[src/rtl/sram_arbiter_if.sv]
// Requester and SRAM pad bundle for sram_arbiter.
// The slave modport is the arbiter side; master is the requesters plus the pads.
interface sram_arbiter_if #(
    parameter int ADDR_W = 17,
    parameter int DATA_W = 16
);
    logic              rd_req;
    logic [ADDR_W-1:0] rd_addr;
    logic              rd_gnt;
    logic [DATA_W-1:0] rd_data;
    logic              rd_valid;

    logic              wr_req;
    logic [ADDR_W-1:0] wr_addr;
    logic [DATA_W-1:0] wr_data;
    logic              wr_gnt;

    logic [DATA_W-1:0] sram_dq_in;
    logic [DATA_W-1:0] sram_dq_out;
    logic [ADDR_W-1:0] sram_addr;
    logic              sram_data_output_en;
    logic              sram_cs_n;
    logic              sram_oe_n;
    logic              sram_we_n;
    logic              busy;

    modport slave (
        input  rd_req, rd_addr, wr_req, wr_addr, wr_data, sram_dq_in,
        output rd_gnt, rd_data, rd_valid, wr_gnt,
        output sram_dq_out, sram_addr, sram_data_output_en,
        output sram_cs_n, sram_oe_n, sram_we_n, busy
    );

    modport master (
        output rd_req, rd_addr, wr_req, wr_addr, wr_data, sram_dq_in,
        input  rd_gnt, rd_data, rd_valid, wr_gnt,
        input  sram_dq_out, sram_addr, sram_data_output_en,
        input  sram_cs_n, sram_oe_n, sram_we_n, busy
    );
endinterface

[src/rtl/sram_arbiter.sv]
// Per-word arbiter sharing one SRAM port between a read stream and a write stream.
// Reads pipeline one word per cycle; writes take a setup/strobe/hold sequence.
module sram_arbiter #(
    parameter int ADDR_W    = 17,
    parameter int DATA_W    = 16,
    parameter int MAX_BURST = 8
) (
    input  logic           clk,
    input  logic           reset,
    sram_arbiter_if.slave  bus
);
    localparam int              BW      = $clog2(MAX_BURST + 1);
    localparam logic [BW-1:0]   MAX_CNT = BW'(MAX_BURST);

    typedef enum logic [2:0] {IDLE, READ, W1, W2, W3} state_e;

    state_e            state_q, state_d;
    logic [ADDR_W-1:0] addr_q, addr_d;
    logic [DATA_W-1:0] dq_out_q, dq_out_d;
    logic [DATA_W-1:0] rd_data_q, rd_data_d;
    logic              rd_valid_q, rd_valid_d;
    logic              den_q, den_d;
    logic              cs_n_q, cs_n_d;
    logic              oe_n_q, oe_n_d;
    logic              we_n_q, we_n_d;
    logic [BW-1:0]     burst_q, burst_d;
    logic              last_wr_q, last_wr_d;

    logic can_accept;
    logic read_wins;
    logic rd_gnt;
    logic wr_gnt;

    // Grants are combinational and forced low while reset is asserted.
    always_comb begin
        can_accept = ((state_q == IDLE) || (state_q == READ)) && !reset;
        read_wins  = bus.rd_req && (!bus.wr_req || last_wr_q || (burst_q < MAX_CNT));
        rd_gnt     = can_accept && read_wins;
        wr_gnt     = can_accept && bus.wr_req && !read_wins;
    end

    always_comb begin
        state_d    = state_q;
        addr_d     = addr_q;
        dq_out_d   = dq_out_q;
        den_d      = den_q;
        cs_n_d     = cs_n_q;
        oe_n_d     = oe_n_q;
        we_n_d     = we_n_q;
        burst_d    = burst_q;
        last_wr_d  = last_wr_q;
        // Being in READ means the previous edge launched a read address.
        rd_valid_d = (state_q == READ);
        rd_data_d  = (state_q == READ) ? bus.sram_dq_in : rd_data_q;

        case (state_q)
            IDLE, READ: begin
                if (rd_gnt) begin
                    state_d   = READ;
                    addr_d    = bus.rd_addr;
                    cs_n_d    = 1'b0;
                    oe_n_d    = 1'b0;
                    den_d     = 1'b0;
                    last_wr_d = 1'b0;
                    burst_d   = (burst_q == MAX_CNT) ? burst_q : burst_q + 1'b1;
                end else if (wr_gnt) begin
                    state_d   = W1;
                    addr_d    = bus.wr_addr;
                    dq_out_d  = bus.wr_data;
                    cs_n_d    = 1'b0;
                    oe_n_d    = 1'b1;
                    den_d     = 1'b0;
                    last_wr_d = 1'b1;
                    burst_d   = '0;
                end else begin
                    state_d = IDLE;
                    cs_n_d  = 1'b1;
                    oe_n_d  = 1'b1;
                end
            end
            W1: begin
                state_d = W2;
                den_d   = 1'b1;
                we_n_d  = 1'b0;
            end
            W2: begin
                state_d = W3;
                we_n_d  = 1'b1;
            end
            W3: begin
                state_d = IDLE;
                den_d   = 1'b0;
                cs_n_d  = 1'b1;
            end
            default: begin
                state_d = IDLE;
                den_d   = 1'b0;
                cs_n_d  = 1'b1;
                oe_n_d  = 1'b1;
                we_n_d  = 1'b1;
            end
        endcase
    end

    always_ff @(posedge clk or posedge reset) begin
        if (reset) begin
            state_q    <= IDLE;
            addr_q     <= '0;
            dq_out_q   <= '0;
            rd_data_q  <= '0;
            rd_valid_q <= 1'b0;
            den_q      <= 1'b0;
            cs_n_q     <= 1'b1;
            oe_n_q     <= 1'b1;
            we_n_q     <= 1'b1;
            burst_q    <= '0;
            last_wr_q  <= 1'b1;
        end else begin
            state_q    <= state_d;
            addr_q     <= addr_d;
            dq_out_q   <= dq_out_d;
            rd_data_q  <= rd_data_d;
            rd_valid_q <= rd_valid_d;
            den_q      <= den_d;
            cs_n_q     <= cs_n_d;
            oe_n_q     <= oe_n_d;
            we_n_q     <= we_n_d;
            burst_q    <= burst_d;
            last_wr_q  <= last_wr_d;
        end
    end

    assign bus.rd_gnt              = rd_gnt;
    assign bus.wr_gnt              = wr_gnt;
    assign bus.rd_data             = rd_data_q;
    assign bus.rd_valid            = rd_valid_q;
    assign bus.sram_addr           = addr_q;
    assign bus.sram_dq_out         = dq_out_q;
    assign bus.sram_data_output_en = den_q;
    assign bus.sram_cs_n           = cs_n_q;
    assign bus.sram_oe_n           = oe_n_q;
    assign bus.sram_we_n           = we_n_q;
    assign bus.busy                = (state_q != IDLE);
endmodule

[src/flat_wrapper.sv]
// flat-port wrapper written by rule: the top's interface ports become plain ports
module sram_arbiter_flat 
#(
    parameter int ADDR_W    = 17,
    parameter int DATA_W    = 16,
    parameter int MAX_BURST = 8
)
  (clk, reset, bus_rd_req, bus_rd_addr, bus_wr_req, bus_wr_addr, bus_wr_data, bus_sram_dq_in, bus_rd_gnt, bus_rd_data, bus_rd_valid, bus_wr_gnt, bus_sram_dq_out, bus_sram_addr, bus_sram_data_output_en, bus_sram_cs_n, bus_sram_oe_n, bus_sram_we_n, bus_busy);
  sram_arbiter_if #(.ADDR_W(ADDR_W), .DATA_W(DATA_W)) bus_i ();
  input  logic clk;
  input  logic reset;
  input wire logic [$bits(bus_i.rd_req)-1:0] bus_rd_req;
  input wire logic [$bits(bus_i.rd_addr)-1:0] bus_rd_addr;
  input wire logic [$bits(bus_i.wr_req)-1:0] bus_wr_req;
  input wire logic [$bits(bus_i.wr_addr)-1:0] bus_wr_addr;
  input wire logic [$bits(bus_i.wr_data)-1:0] bus_wr_data;
  input wire logic [$bits(bus_i.sram_dq_in)-1:0] bus_sram_dq_in;
  output wire logic [$bits(bus_i.rd_gnt)-1:0] bus_rd_gnt;
  output wire logic [$bits(bus_i.rd_data)-1:0] bus_rd_data;
  output wire logic [$bits(bus_i.rd_valid)-1:0] bus_rd_valid;
  output wire logic [$bits(bus_i.wr_gnt)-1:0] bus_wr_gnt;
  output wire logic [$bits(bus_i.sram_dq_out)-1:0] bus_sram_dq_out;
  output wire logic [$bits(bus_i.sram_addr)-1:0] bus_sram_addr;
  output wire logic [$bits(bus_i.sram_data_output_en)-1:0] bus_sram_data_output_en;
  output wire logic [$bits(bus_i.sram_cs_n)-1:0] bus_sram_cs_n;
  output wire logic [$bits(bus_i.sram_oe_n)-1:0] bus_sram_oe_n;
  output wire logic [$bits(bus_i.sram_we_n)-1:0] bus_sram_we_n;
  output wire logic [$bits(bus_i.busy)-1:0] bus_busy;
  assign bus_i.rd_req = bus_rd_req;
  assign bus_i.rd_addr = bus_rd_addr;
  assign bus_i.wr_req = bus_wr_req;
  assign bus_i.wr_addr = bus_wr_addr;
  assign bus_i.wr_data = bus_wr_data;
  assign bus_i.sram_dq_in = bus_sram_dq_in;
  assign bus_rd_gnt = bus_i.rd_gnt;
  assign bus_rd_data = bus_i.rd_data;
  assign bus_rd_valid = bus_i.rd_valid;
  assign bus_wr_gnt = bus_i.wr_gnt;
  assign bus_sram_dq_out = bus_i.sram_dq_out;
  assign bus_sram_addr = bus_i.sram_addr;
  assign bus_sram_data_output_en = bus_i.sram_data_output_en;
  assign bus_sram_cs_n = bus_i.sram_cs_n;
  assign bus_sram_oe_n = bus_i.sram_oe_n;
  assign bus_sram_we_n = bus_i.sram_we_n;
  assign bus_busy = bus_i.busy;
  sram_arbiter #(.ADDR_W(ADDR_W), .DATA_W(DATA_W), .MAX_BURST(MAX_BURST)) u_core (.clk(clk), .reset(reset), .bus(bus_i));
endmodule
[config.mk]
export PLATFORM = sky130hd
export DESIGN_NAME = sram_arbiter_flat
export DESIGN_NICKNAME = d
export VERILOG_FILES = /design/src/rtl/sram_arbiter_if.sv /design/src/rtl/sram_arbiter.sv /design/src/flat_wrapper.sv
export SDC_FILE = /design/constraint.sdc
export NUM_CORES = 1
export LEC_CHECK = 0
export ABC_AREA = 1
export CAP_MARGIN = 20
export CORE_ASPECT_RATIO = 0.5
export CORE_MARGIN = 5
export CORE_UTILIZATION = 43
export DETAILED_ROUTE_END_ITERATION = 6
export PLACE_DENSITY = 0.84
export SKIP_CTS_REPAIR_TIMING = 1
export SLEW_MARGIN = 20
export SYNTH_ARGS = -nofsm -noshare
export SYNTH_HDL_FRONTEND = slang
export SYNTH_SLANG_ARGS = --single-unit
[constraint.sdc]
create_clock -name clk -period 3.9 [get_ports clk]
set_input_delay 0.585 -clock clk [delete_from_list [all_inputs] [get_ports clk]]
set_output_delay 0.585 -clock clk [all_outputs]
set_load 0.05 [all_outputs]
## After elaboration in Yosys (flattened, before gate mapping)

Index checks and enable logic that the tools add are counted.

- Register bits after elaboration: 62
- Logic and storage cells: 63

- $add $sub $neg: 1
- Magnitude comparators: 1
- Equal/unequal tests: 7
- Mux-type cells: 19
- Bitwise gates (word level): 2
- Reduce and logical (&&, ||, !) cells: 22

Operator list:

| cell | count |
|---|---|
| $mux W17 | 2 |
| $mux W4 | 3 |
| $pmux W3 S3 | 1 |
| $mux W1 | 7 |
| $eq A3 B2 Y1 const B | 2 |
| $pmux W1 S2 | 3 |
| $reduce_and A3 Y1 | 2 |
| $reduce_or A3 Y1 | 2 |
| $logic_and A1 B1 Y1 | 5 |
| $add A4 B1 Y4 const B | 1 |
| $eq A4 B4 Y1 const B | 1 |
| $lt A4 B4 Y1 const B | 1 |
| $reduce_and A2 Y1 | 2 |
| $reduce_or A2 Y1 | 2 |
| $eq A3 B1 Y1 const B | 1 |
| $eq A3 B3 Y1 const B | 1 |
| $logic_not A1 Y1 | 3 |
| $logic_not A3 Y1 | 1 |
| $logic_or A1 B1 Y1 | 3 |
| $mux W3 | 1 |
| $ne A3 B3 Y1 const B | 1 |
| $pmux W1 S3 | 1 |
| $reduce_bool A3 Y1 | 1 |
| $mux W2 | 1 |
| 3 further kinds | 4 |

## Depth between registers and ports, before layout

- Word-level depth: 9
- Mapped depth: 8

## Worst setup path before layout

No wires, ideal clock.

- Kind: input -> output
- Start point: input port reset
- End point: output port bus_rd_gnt
- Data arrival time: 2620 ps
- Data required time: 3315 ps
- Path slack: 695 ps
- Cell stages on the path: 4
- Path through: inv_1 -> nand2_1 -> nor2_2 -> buf_2

- Cells in the longest elaborated chain, start to end: 3

Ends and longest elaborated chain:

| item | line | text |
|---|---|---|
| start, declared | flat_wrapper.sv:11 | `input logic reset;` |
| $logic_not A1 Y1 | sram_arbiter.sv:36 | `can_accept = ((state_q == IDLE) \|\| (state_q == READ)) && !reset;` |
| $logic_and A1 B1 Y1 | sram_arbiter.sv:36 |  |
| $logic_and A1 B1 Y1 | sram_arbiter.sv:38 | `rd_gnt = can_accept && read_wins;` |
| end, declared | flat_wrapper.sv:18 | `output wire logic [$bits(bus_i.rd_gnt)-1:0] bus_rd_gnt;` |

Every way passes these cells.

## Worst setup path in the final report

- Start point: input port bus_wr_req
- End point: output port bus_wr_gnt

- Cells in the longest elaborated chain, start to end: 6
- Elaborated cells between the ends (all ways): 7
- Those cells by class: 7 x reduce/logical

Ends and longest elaborated chain:

| item | line | text |
|---|---|---|
| start, declared | flat_wrapper.sv:14 | `input wire logic [$bits(bus_i.wr_req)-1:0] bus_wr_req;` |
| $logic_not A1 Y1 | sram_arbiter.sv:37 | `read_wins = bus.rd_req && (!bus.wr_req \|\| last_wr_q \|\| (burst_q < MAX_CNT));` |
| $logic_or A1 B1 Y1 (2 in a row) | sram_arbiter.sv:37 |  |
| $logic_and A1 B1 Y1 | sram_arbiter.sv:37 |  |
| $logic_not A1 Y1 | sram_arbiter.sv:39 | `wr_gnt = can_accept && bus.wr_req && !read_wins;` |
| $logic_and A1 B1 Y1 (*) | sram_arbiter.sv:39 |  |
| end, declared | flat_wrapper.sv:21 | `output wire logic [$bits(bus_i.wr_gnt)-1:0] bus_wr_gnt;` |

Every way passes the cells marked *; elsewhere a longest branch is shown, timed or not.

==> impl_results.md <==
* Vias/cell at between 4 and 5
* CP arrival at 2.64 ns
* Gr usage total at 0.194
* Core Box Area at slightly below 6000 um2
* CTS buffer count at 9
* Sequential fraction of the synthesis area at 0.599
* Mapped cell area at roughly 2600 um2
* Max-cap violations at 0
* Cell variety after synth at 22
* Critical-path top delay cell: clkdlybuf4s50_1
* Critical path type: in -> out
* Mapped Cells at 300
* Worst Max-Slew Pin Slew at roughly 0.86 ns
* IO Port Bufs at roughly 130
* Remaining Overflow, GRT at 0
* CP Cell Sequence: clkdlybuf4s50_1 -> nand3_1 -> nand2_1 -> nand3_4 -> inv_4 -> clkdlybuf4s50_1
* Clock sinks at between 60 and 70
* Critical path capture point type: primary output
* Drt pass-1 iters at 4
* Final antenna-violating net count at 0
* Commonest non-fill, non-tap cells in the layout: 163 x nand2_1, 125 x clkdlybuf4s50_1, 58 x dfrtp_1
* CTS tree: done
* I/O pins at approximately 130
* Place WS at about 0.67 ns
* Worst-path clk slew at around 0.050 ns
* Peak Freq at ~310 MHz
* Worst EP required at about 3.3 ns
* Vias at 2,384
* P_leak at 2.04 nW
* Initial antenna violation count at 0
* DP HPWL at 5.11 mm
* NumNets Final at roughly 500
* Vias in the first global route at around 2,500
* Post-DP Area at a little under 4000 um2
* Setup-failing EPs final at 0
* Tmin final at 3.23 ns
* R2r setup slk at 2.15 ns
* Rows at 20
* WL/cell at 13.7 um
* RSZ-0062 raised after global routing: false
* Final setup margin at 0.671 ns
* Final-report hold violation count at 0
* Cell Pwr Density at 979 nW/um2
* Placer congestion estimate at 0.789
* Final WL at between 7 and 8 mm
* Fin crit share at 0.828
* Status: complete, no violations
* Syn avg cell area at a little under 9 um2
* Share of post-route cells with drive strength above 1 at 0.0805
* Worst path most repeated cell: clkdlybuf4s50_1
* Crit path max fanout at 22
* FILL cells at ~450
* CTS H-tree depth at 3
* Design Power at 4.18 mW
* Crit path largest cell delay at 0.80 ns
* Hold WC Path Type: reg -> reg
* Antenna Cells at 0
* Synth warn at 0
* Initial DRC Count at around 210
* Min Hold Slack at 0.466 ns
* Clk root buf: clkbuf_16
* Most common cell after layout, fill and taps aside: nand2_1
* DIE WIDTH at around 120 um
* DRC at 0
* Largest net degree at the start of global routing at 40
* First-pass GRT wire length at around 12 mm
* Syn Nets at 372
* Synth-to-layout area growth at 64.3%
* Starting Density at 0.437
* Die H at about 65 um
* VDD IR-drop max at 0.511 mV
* Die area at around 7800 um2
* CP Launch Type: input port
* Clock tree buffer depth at 2
* Design area at approximately 4300 um2
* Slew Limit Fails at 0
* Slew margin rel. at 0.422
* Final clock skew at between 0.003 and 0.004 ns
* TNS Setup at 0 ns
* Flops & latches, synth at 62
* Later-pin clock latency in the skew report at 0.32 ns
-- final cells by class --
cell class                      instances  area [um2]  share of cell area
Inverter                               14        55.1              0.0129
Sequential cell                        62        1560               0.364
Clock inverter                          3        90.1              0.0211
Tap cell                               77        96.3              0.0226
Timing Repair Buffer                  129        1290               0.303
Multi-Input combinational cell        214         920               0.215
Clock buffer                           13         260              0.0609
-- where the power goes --
group	switching, mW	internal, mW	total (mW)
combinational	1.46	0.689	2.15
sequential	0.166	0.948	1.11
clock	0.260	0.659	0.919
total	1.89	2.30	4.18
-- worst paths after layout --
kind | cells past startpoint | start | endpoint
worst min-delay path | 2 | u_core.bus.rd_data[10] | u_core.bus.rd_data[10]
worst max register to register | 8 | u_core.state_q[1] | u_core.bus.sram_addr[5]
max in group asynchronous | 3 | reset | u_core.last_wr_q
min in group asynchronous | 2 | reset | u_core.bus.sram_addr[6]
worst min register to register | 2 | u_core.bus.rd_data[10] | u_core.bus.rd_data[10]
worst max-delay path | 6 | bus_wr_req | bus_wr_gnt
-- stage by stage --
stage / utilization / std cells
floorplan: - / 300
global placement: 0.658 / 496
detailed placement: 0.658 / 496
CTS: 0.717 / 512
global route: 0.717 / 512
finish: 0.717 / 512
-- synthesized netlist by cell type, drive strengths merged --
cell,n,area [um2]
nand2,165,624
dfrtp,58,1450
nand3,27,148
inv,14,55.1
buf,10,68.8
nor2,10,57.6
o21ai,5,25.0
dfstp,4,105
ha,2,25.0
a21oi,1,5.00
nor3,1,5.00
o211ai,1,12.5
xnor2,1,8.76
xor2,1,8.76
-- registers in the layout, indices dropped and copies added (netlist names) --
signal and cells:
u_core.bus.rd_data 16, u_core.bus.sram_dq_out 16, u_core.burst_q 4, u_core.bus.sram_cs_n 1, u_core.bus.sram_oe_n 1, u_core.bus.sram_we_n 1, u_core.state_q 3, u_core.bus.sram_data_output_en 1
u_core.bus.sram_addr 17, u_core.bus.rd_valid 1, u_core.last_wr_q 1
-- critical path: cells and delay by family --
| family | cells | cell delay, ns |
|---|---|---|
| and+or+nand+nor | 3 | 0.57 |
| buffers and inverters | 3 | 1.48 |
-- kinds of logic after synthesis --
kind of cell,after synthesis,synth area share
compound gates,7,0.0164
simple gates,203,0.321
flops,62,0.599
fa+ha+maj,2,0.00962
xor+xnor,2,0.00674
buf+inv,24,0.0476
-- routing by layer --
layer | vias to the layer above | GRT usage | part of all wire
met5 | - | 0 | 0
met3 | 14 | 0.0645 | 0.040
met2 | 61 | 0.345 | 0.53
met1 | 1117 | 0.224 | 0.41
li1 | 1192 | - | -
met4 | 0 | 0.0628 | 0.021
Note: power is estimated with default switching activity, not from simulation.
